[src/rtl/sd_response_tx.sv]
// SD card CMD-line response transmitter: frames R48/R136 responses with optional CRC7,
// paced by falling edges of an asynchronous sd_clock, with driver-enable and receiver-mask control.
module sd_response_tx #(
  parameter int unsigned WAIT_BEFORE = 2,
  parameter int unsigned WAIT_AFTER  = 2
) (
  input  logic         clock,
  input  logic         reset_n,
  input  logic         sd_clock,
  input  logic         start,
  input  logic [1:0]   mode,
  input  logic [119:0] data,
  output logic         sd_serial,
  output logic         write_enabled,
  output logic         read_disabled,
  output logic         busy,
  output logic         done
);

  localparam int unsigned DATA_W = 120;
  localparam int unsigned IDX_W  = 8;
  localparam int unsigned PRE_W  = 4;
  localparam int unsigned POST_W = 2;
  localparam int unsigned CRC_W  = 7;

  localparam logic [1:0] MODE_R48_NOCRC = 2'd1;
  localparam logic [1:0] MODE_R136      = 2'd2;
  localparam logic [1:0] MODE_RSVD      = 2'd3;

  localparam logic [IDX_W-1:0] LAST_IDX_R48  = IDX_W'(47);
  localparam logic [IDX_W-1:0] LAST_IDX_R136 = IDX_W'(135);
  localparam logic [CRC_W-1:0] CRC_POLY      = 7'h09;

  typedef enum logic [1:0] {IDLE, PRE, SEND, POST} state_t;

  state_t              state_q, state_d;
  logic                s1, s2, s3;
  logic                fall_c;
  logic [1:0]          mode_q, mode_d;
  logic [DATA_W-1:0]   data_q, data_d;
  logic [PRE_W-1:0]    pre_cnt_q, pre_cnt_d;
  logic [POST_W-1:0]   post_cnt_q, post_cnt_d;
  logic [IDX_W-1:0]    idx_q, idx_d;
  logic [CRC_W-1:0]    crc_q, crc_d;
  logic                serial_d, we_d, rd_d, busy_d, done_d;
  logic                accept_c;
  logic                r136_c;
  logic [6:0]          data_idx_c;
  logic [2:0]          crc_idx_c;
  logic                cur_bit_c;
  logic                crc_cover_c;
  logic                crc_fb_c;
  logic [CRC_W-1:0]    crc_next_c;

  // sd_clock synchronizer; a fall needs s3 to have seen a 1 first
  always_ff @(posedge clock) begin
    if (!reset_n) begin
      s1 <= 1'b0;
      s2 <= 1'b0;
      s3 <= 1'b0;
    end else begin
      s1 <= sd_clock;
      s2 <= s1;
      s3 <= s2;
    end
  end

  assign fall_c   = s3 & ~s2;
  assign accept_c = start && (mode != MODE_RSVD);

  // State and datapath registers
  always_ff @(posedge clock) begin
    if (!reset_n) begin
      state_q       <= IDLE;
      mode_q        <= 2'd0;
      data_q        <= '0;
      pre_cnt_q     <= '0;
      post_cnt_q    <= '0;
      idx_q         <= '0;
      crc_q         <= '0;
      sd_serial     <= 1'b1;
      write_enabled <= 1'b0;
      read_disabled <= 1'b0;
      busy          <= 1'b0;
      done          <= 1'b0;
    end else begin
      state_q       <= state_d;
      mode_q        <= mode_d;
      data_q        <= data_d;
      pre_cnt_q     <= pre_cnt_d;
      post_cnt_q    <= post_cnt_d;
      idx_q         <= idx_d;
      crc_q         <= crc_d;
      sd_serial     <= serial_d;
      write_enabled <= we_d;
      read_disabled <= rd_d;
      busy          <= busy_d;
      done          <= done_d;
    end
  end

  // Next-state logic
  always_comb begin
    state_d = state_q;
    case (state_q)
      IDLE: if (accept_c) state_d = PRE;
      PRE:  if (fall_c && (pre_cnt_q == PRE_W'(1))) state_d = SEND;
      SEND: if (fall_c && (idx_q == '0)) state_d = POST;
      POST: if (fall_c && (post_cnt_q == POST_W'(1))) state_d = IDLE;
      default: state_d = IDLE;
    endcase
  end

  // Bit selection for the current frame index; CRC bits index the frozen CRC register MSB first
  always_comb begin
    r136_c     = (mode_q == MODE_R136);
    data_idx_c = 7'(idx_q - IDX_W'(8));
    crc_idx_c  = 3'(idx_q - IDX_W'(1));
    cur_bit_c  = 1'b1;
    if (idx_q == '0) begin
      cur_bit_c = 1'b1;
    end else if (idx_q < IDX_W'(8)) begin
      cur_bit_c = (mode_q == MODE_R48_NOCRC) ? 1'b1 : crc_q[crc_idx_c];
    end else if (r136_c) begin
      if (idx_q >= IDX_W'(134))      cur_bit_c = 1'b0;
      else if (idx_q >= IDX_W'(128)) cur_bit_c = 1'b1;
      else                           cur_bit_c = data_q[data_idx_c];
    end else begin
      if (idx_q >= IDX_W'(46)) cur_bit_c = 1'b0;
      else                     cur_bit_c = data_q[data_idx_c];
    end
    crc_cover_c = (idx_q >= IDX_W'(8)) && (!r136_c || (idx_q <= IDX_W'(127)));
    crc_fb_c    = cur_bit_c ^ crc_q[CRC_W-1];
    crc_next_c  = {crc_q[CRC_W-2:0], 1'b0} ^ (crc_fb_c ? CRC_POLY : CRC_W'(0));
  end

  // Output and datapath next values
  always_comb begin
    mode_d     = mode_q;
    data_d     = data_q;
    pre_cnt_d  = pre_cnt_q;
    post_cnt_d = post_cnt_q;
    idx_d      = idx_q;
    crc_d      = crc_q;
    serial_d   = sd_serial;
    we_d       = write_enabled;
    rd_d       = read_disabled;
    busy_d     = busy;
    done_d     = 1'b0;
    case (state_q)
      IDLE: begin
        if (accept_c) begin
          mode_d    = mode;
          data_d    = data;
          busy_d    = 1'b1;
          rd_d      = 1'b1;
          serial_d  = 1'b1;
          pre_cnt_d = PRE_W'(WAIT_BEFORE);
          crc_d     = '0;
        end
      end
      PRE: begin
        if (fall_c) begin
          pre_cnt_d = pre_cnt_q - PRE_W'(1);
          if (pre_cnt_q == PRE_W'(1)) begin
            we_d  = 1'b1;
            idx_d = (mode_q == MODE_R136) ? LAST_IDX_R136 : LAST_IDX_R48;
          end
        end
      end
      SEND: begin
        if (fall_c) begin
          serial_d = cur_bit_c;
          if (crc_cover_c) crc_d = crc_next_c;
          if (idx_q == '0) post_cnt_d = POST_W'(WAIT_AFTER);
          else             idx_d      = idx_q - IDX_W'(1);
        end
      end
      POST: begin
        if (fall_c) begin
          we_d       = 1'b0;
          serial_d   = 1'b1;
          post_cnt_d = post_cnt_q - POST_W'(1);
          if (post_cnt_q == POST_W'(1)) begin
            rd_d   = 1'b0;
            busy_d = 1'b0;
            done_d = 1'b1;
          end
        end
      end
      default: ;
    endcase
  end

endmodule

[config.mk]
export PLATFORM = sky130hd
export DESIGN_NAME = sd_response_tx
export DESIGN_NICKNAME = d
export VERILOG_FILES = /design/src/rtl/sd_response_tx.sv
export SDC_FILE = /design/constraint.sdc
export NUM_CORES = 1
export LEC_CHECK = 0
export BUFFER_PORTS_ARGS = -buffer_cell sky130_fd_sc_hd__buf_2
export CORE_ASPECT_RATIO = 1.1
export CORE_MARGIN = 2
export CORE_UTILIZATION = 55
export DETAILED_ROUTE_END_ITERATION = 8
export PLACE_DENSITY = 0.79
export SLEW_MARGIN = 25
export SYNTH_ARGS = -nofsm -noshare
export SYNTH_HDL_FRONTEND = slang
export SYNTH_SLANG_ARGS = --single-unit
[constraint.sdc]
create_clock -name clock -period 6.6 [get_ports clock]
set_input_delay 0.66 -clock clock [delete_from_list [all_inputs] [get_ports clock]]
set_output_delay 0.66 -clock clock [all_outputs]
set_load 0.03 [all_outputs]
======== Word-level counts from Yosys, hierarchy flattened ========
Cells that the tools add are included.
word-level totals
  output and inout port bits .............. 5
  flip-flop bits (word level) ............. 152
  word-level logic and storage cells ...... 122
cells by class
  add/sub/neg operators ................... 4
  $lt $le $gt $ge ......................... 8
  multiplexer cells ....................... 46
  reductions and logical operators ........ 26
  equal/unequal tests ..................... 20
  bitwise operators ....................... 4
operators with widths
  operator                                                                           count
  8-bit two-way mux                                                                  5
  2-bit != test (second input constant)                                              13
  4-bit AND reduction                                                                6
  7-bit two-way mux                                                                  3
  1-bit two-way mux                                                                  18
  8-bit >= comparator (second input constant)                                        2
  8-bit case mux with 2 select lines                                                 1
  2-bit two-way mux                                                                  7
  7-bit case mux with 2 select lines                                                 1
  4-bit two-way mux                                                                  3
  2-bit nonzero test                                                                 6
  8-bit by 4-bit >= comparator with 1-bit output (second input constant)             1
  8-bit by 6-bit >= comparator with 1-bit output (second input constant)             1
  8-bit by 7-bit less-or-equal comparator with 1-bit output (second input constant)  1
  8-bit zero test                                                                    1
  7-bit by 8-bit < comparator with 1-bit output (second input constant)              1
  8-bit by 4-bit < comparator with 1-bit output (second input constant)              1
  2-bit case mux with 4 select lines                                                 1
  4-bit case mux with 2 select lines                                                 1
  8-bit by 1-bit subtractor with 8-bit output (second input constant)                1
  1-bit binary-select mux with 7-bit select                                          1
  7-bit by 4-bit subtractor with 7-bit output (second input constant)                1
  7-bit by 4-bit XOR with 7-bit output                                               1
  2-bit by 1-bit == test with 1-bit output (second input constant)                   3
  other kinds (20)                                                                   28

======== Depth between registers and ports, before layout ========
  depth after elaboration ................. 14
  gate-level depth with buffers ........... 12

======== Worst setup path before layout ========
Ideal clock, no wire load.
  path type ............................... reg2reg
  start point ............................. reg idx_q[0]
  end point ............................... reg crc_q[3]
  data arrival time ....................... 2.581 ns
  cell stages (with the launch flop) ...... 13
  slack ................................... 3.951 ns
  setup time .............................. 0.069 ns
  path buffers ............................ 3
  cells stage by stage .................... dfxtp_1 -> buf_6 -> buf_4 -> buf_2 -> inv_1 -> ha_1 -> mux2_2 -> nand2_1 -> a21oi_1 -> a2111o_1 -> o211ai_2 -> xor3_1 -> o21ai_1
on the way
  cells in the longest elaborated chain, start to end .. 14
  elaborated cells between the ends (all ways) .. 30
  classes of those cells .................. add/sub (2); order compare (6); eq/ne (1); mux (15); bitwise (2); reduce/logical (4)
RTL lines
  what                                         RTL line  source
  start: declaration                           43        logic [IDX_W-1:0] idx_q, idx_d;
  start signal: assignment                     92        idx_q <= idx_d;
  7-bit by 4-bit subtractor with 7-bit output  117       data_idx_c = 7'(idx_q - IDX_W'(8));
  1-bit binary-select mux with 7-bit select    127, 130
  1-bit two-way mux (not written as such)      127, 130
  1-bit two-way mux                            126       else if (idx_q >= IDX_W'(128)) cur_bit_c = 1'b1;
  1-bit two-way mux                            125       if (idx_q >= IDX_W'(134)) cur_bit_c = 1'b0;
  1-bit two-way mux                            124       end else if (r136_c) begin
  1-bit two-way mux                            122       end else if (idx_q < IDX_W'(8)) begin
  1-bit two-way mux                            120       if (idx_q == '0) begin
  1-bit XOR                                    133       crc_fb_c = cur_bit_c ^ crc_q[CRC_W-1];
  4-bit two-way mux                            134       crc_next_c = {crc_q[CRC_W-2:0], 1'b0} ^ (crc_fb_c ? CRC_POLY : CRC_W'(0));
  7-bit by 4-bit XOR with 7-bit output         134
  7-bit two-way mux                            174       if (crc_cover_c) crc_d = crc_next_c;
  7-bit two-way mux                            172       if (fall_c) begin
  7-bit case mux with 2 select lines           150       case (state_q)
  end signal: assignment                       93        crc_q <= crc_d;
  end: declaration                             44        logic [CRC_W-1:0] crc_q, crc_d;
Parallel ways exist; a longest one is shown, timed or not. The select of a mux whose other input is x is not followed.
A chain may end at the register's enable or synchronous reset.

======== Final worst setup path ========
Ends and elaborated chain as after synthesis.

==> summary.md <==
| Metric | Value |
|---|---|
| I/O Pins | 131 |
| Clock transition at the registers of the reported paths | 0.06 ns |
| Synthesized area | 6930 sq um |
| Grt peak-use layer | met2 |
| DR vias | 6152 |
| CTS Root Cell | clkbuf_16 |
| Final weighted congestion in routability-driven placement | 0.929 |
| Post-CTS resize count | 0 |
| HP Class | in -> reg |
| Post-synthesis cell type count | 51 |
| Reg power frac | 42.2% |
| Layout area overhead | 17.3% |
| Leakage | 3.19 nW |
| Core ar. | 12500 sq um |
| Post-DRT Antenna Nets | 0 |
| Seq cells post-synth | 152 |
| Post-CTS setup buffers | 0 |
| Cell Area, Placed | 7580 sq um |
| Critical Path Start Type | flop |
| Pwr Density | 333 nW/um^2 |
| Worst r2r src | idx_q[0] |
| Final Skew | 0.00863 ns |
| Crit path max fanout | 19 |
| Filler cells | 1092 |
| Switch share | 31.3% |
| Slew Viols, Final | 0 |
| GRT Overall Usage | 25.5% |
| Share of the yosys chip area belonging to registers | 43.9% |
| Detail Placement HPWL | 11.1 mm |
| # rows | 43 |
| Routed WL | 16.7 mm |
| Final #Nets | 1071 |
| Relative slew slack | 35.1% |
| Final setup fails | 0 |
| Residual DRC | 0 |
| GRT met2 Usage | 44.3% |
| Cell count after synthesis | 838 |
| Design area | 8130 sq um |
| Worst EP arrival | 3.50 ns |
| Clock Sinks | 152 |
| Clock power share | 34.0% |
| Chip Height | 122 um |
| Async set or reset register ratio after synthesis | 0% |
| Critical-path cell list | buf_4 -> inv_1 -> ha_1 -> mux2_2 -> nand2_1 -> a21oi_1 -> a2111o_1 -> o211ai_2 -> xor3_1 -> o21ai_1 |
| Switch Pwr | 0.000847 W |
| Outcome | finished clean |
| Starting density of the core | 55.6% |
| Number of hold buffers added after CTS | 0 |
| Critical path type | reg -> reg |
| Routed WL per cell | 15.2 um |
| Post-layout min period | 3.14 ns |
| Worst VDD drop | 0.000257 V |
| Syn avg cell area | 8.27 sq um |
| Yosys warns | 0 |
| H-tree Lvls | 4 |
| CTS max path bufs | 2 |
| M3 GR Usage | 5.07% |
| CP Capture Type | flop |
| Largest net degree at the start of global routing | 118 |
| Vias in the first global route | 5923 |
| Internal | 0.00186 W |
| Die outline width | 111 um |
| Die area | 13500 sq um |
| Initial antenna violation count | 0 |
| Clock latency on the worst-skew pair | 0.43 ns |
| CTS buffer count | 17 |
| Unrepaired setup endpoints after global routing | no |
| Hold path start | sd_clock |
| Final hold viol count | 0 |
| First-pass GRT wire length | 27.6 mm |
| Final worst slack | 3.46 ns |
| First DRT Iteration DRCs | 417 |
| Post-synth EDFFs | 0 |
| Syn Nets | 978 |
| Antenna diode count | 0 |
| Port Buffers | 130 |
| Met1 Use GR | 30.6% |
| Slowest cell on crit path | dfxtp_2 |
| Pre-CTS setup slack | 3.46 ns |
| Avg Vias per Cell | 5.60 |
| Period utilization | 47.6% |
| Max-cap viol count | 0 |
| Logic pwr share | 23.9% |
| Overflow after GRT | 0 |
| Layout cells sized above 1 | 21.7% |
| Max incr delay on CP | 0.68 ns |
| Launch point of the worst path | idx_q[0] |
| Critical Path RT | 6.96 ns |
| CTS tree | yes |
| Router iterations before antenna repair | 6 |
| Slew @ Worst Pin | 0.972 ns |
| Primary FF master, synth | dfxtp_1 |
| Fmax | 318 MHz |
| Final TNS setup | 0 ns |
[path summary, 6_finish.rpt]
path              end  slack, ns  depth (start not counted)
max reg2reg  crc_q[3]       3.46                         10
max          crc_q[3]       3.46                         10
min reg2reg        s2       0.45                          1
min                s1       0.44                          2
[cell type report]
type | instances | area (sq um) | area share, %
Multi-Input combinational cell | 610 | 3580 | 44.0
Timing Repair Buffer | 134 | 697 | 8.57
Clock buffer | 20 | 447 | 5.49
Sequential cell | 152 | 3050 | 37.5
Tap cell | 157 | 196 | 2.42
Inverter | 16 | 62.6 | 0.769
Clock inverter | 9 | 104 | 1.28
[power by group through the flow]
stage	clock, W	combinational, W	sequential [W]
4_1_cts	0.000923	0.000648	0.00114
6_report	0.000919	0.000645	0.00114
2_1_floorplan	0	0.000495	0.00113
5_1_grt	0.000964	0.000733	0.00115
3_3_place_gp	0	0.000622	0.00115
3_5_place_dp	0	0.000642	0.00116
[cell families (layout without fill, tap and decap cells)]
kind of cell / Yosys count / after routing / share of synthesized area, %
AOI/OAI and AO/OA: 190 / 190 / 15.3
DFF: 152 / 152 / 43.9
xor gates and xnor gates: 10 / 10 / 1.48
adders and majority gates: 14 / 14 / 2.53
buffers and inverters: 76 / 179 / 4.64
and+or+nand+nor: 351 / 351 / 20.7
muxes: 45 / 45 / 11.5
[layout by cell type (no fill, tap or decap), types with 5 or more instances in the layout]
cell,count
nand2_1,268
dfxtp_1,150
a21oi_1,137
buf_2,130
mux4_2,27
nor2_1,26
clkbuf_16,17
nand3_1,15
inv_1,14
ha_1,14
mux2i_1,13
o21ai_0,11
nor3_1,10
nand2b_1,7
a22oi_1,7
a211oi_1,5
mux2_2,5
nand4_1,5
xnor2_1,5
[stage by stage]
step	hold slack [ns]	total power [W]	std cells	util [%]
global placement	0.433	0.00177	1068	60.5
global route	0.460	0.00285	1098	65.1
finish	0.438	0.00270	1098	65.1
CTS	0.432	0.00271	1098	65.1
floorplan	0.412	0.00162	838	-
detailed placement	0.440	0.00180	1069	60.7
[synthesized netlist by cell type (7+ instances only)]
cell / number / share of area, %
nand2_1: 269 / 15
dfxtp_1: 152 / 44
a21oi_1: 137 / 9.9
clkbuf_1: 50 / 2.7
mux4_2: 27 / 8.8
nor2_1: 26 / 1.4
nand3_1: 15 / 1.1
ha_1: 14 / 2.5
inv_1: 14 / 0.76
mux2i_1: 13 / 1.9
o21ai_0: 11 / 0.79
nor3_1: 10 / 0.72
a22oi_1: 7 / 0.76
nand2b_1: 7 / 0.63
[routing by layer]
layer | routed length, um | part of all wire [%]
met5 | 0 | 0
met4 | 593 | 3.6
met3 | 685 | 4.1
met2 | 8310 | 50
met1 | 7100 | 43
[worst max-delay path: cells and delay by family (launching register included)]
| family | cells | cell delay (ns) |
|---|---|---|
| compound gates | 4 | 0.69 |
| flops | 1 | 0.68 |
| buf+inv | 2 | 0.62 |
| fa+ha+maj | 1 | 0.39 |
| mux | 1 | 0.35 |
| xor+xnor | 1 | 0.25 |
| simple gates | 1 | 0.06 |
[flip-flops by register name, summed over array words and instances, names as in the netlist]
name / flops
crc_q: 7
data_q: 120
mode_q: 2
done: 1
busy: 1
write_enabled: 1
s1: 1
s2: 1
post_cnt_q: 2
state_q: 2
s3: 1
idx_q: 8
sd_serial: 1
pre_cnt_q: 4
Power figures use the tool's default switching activity.
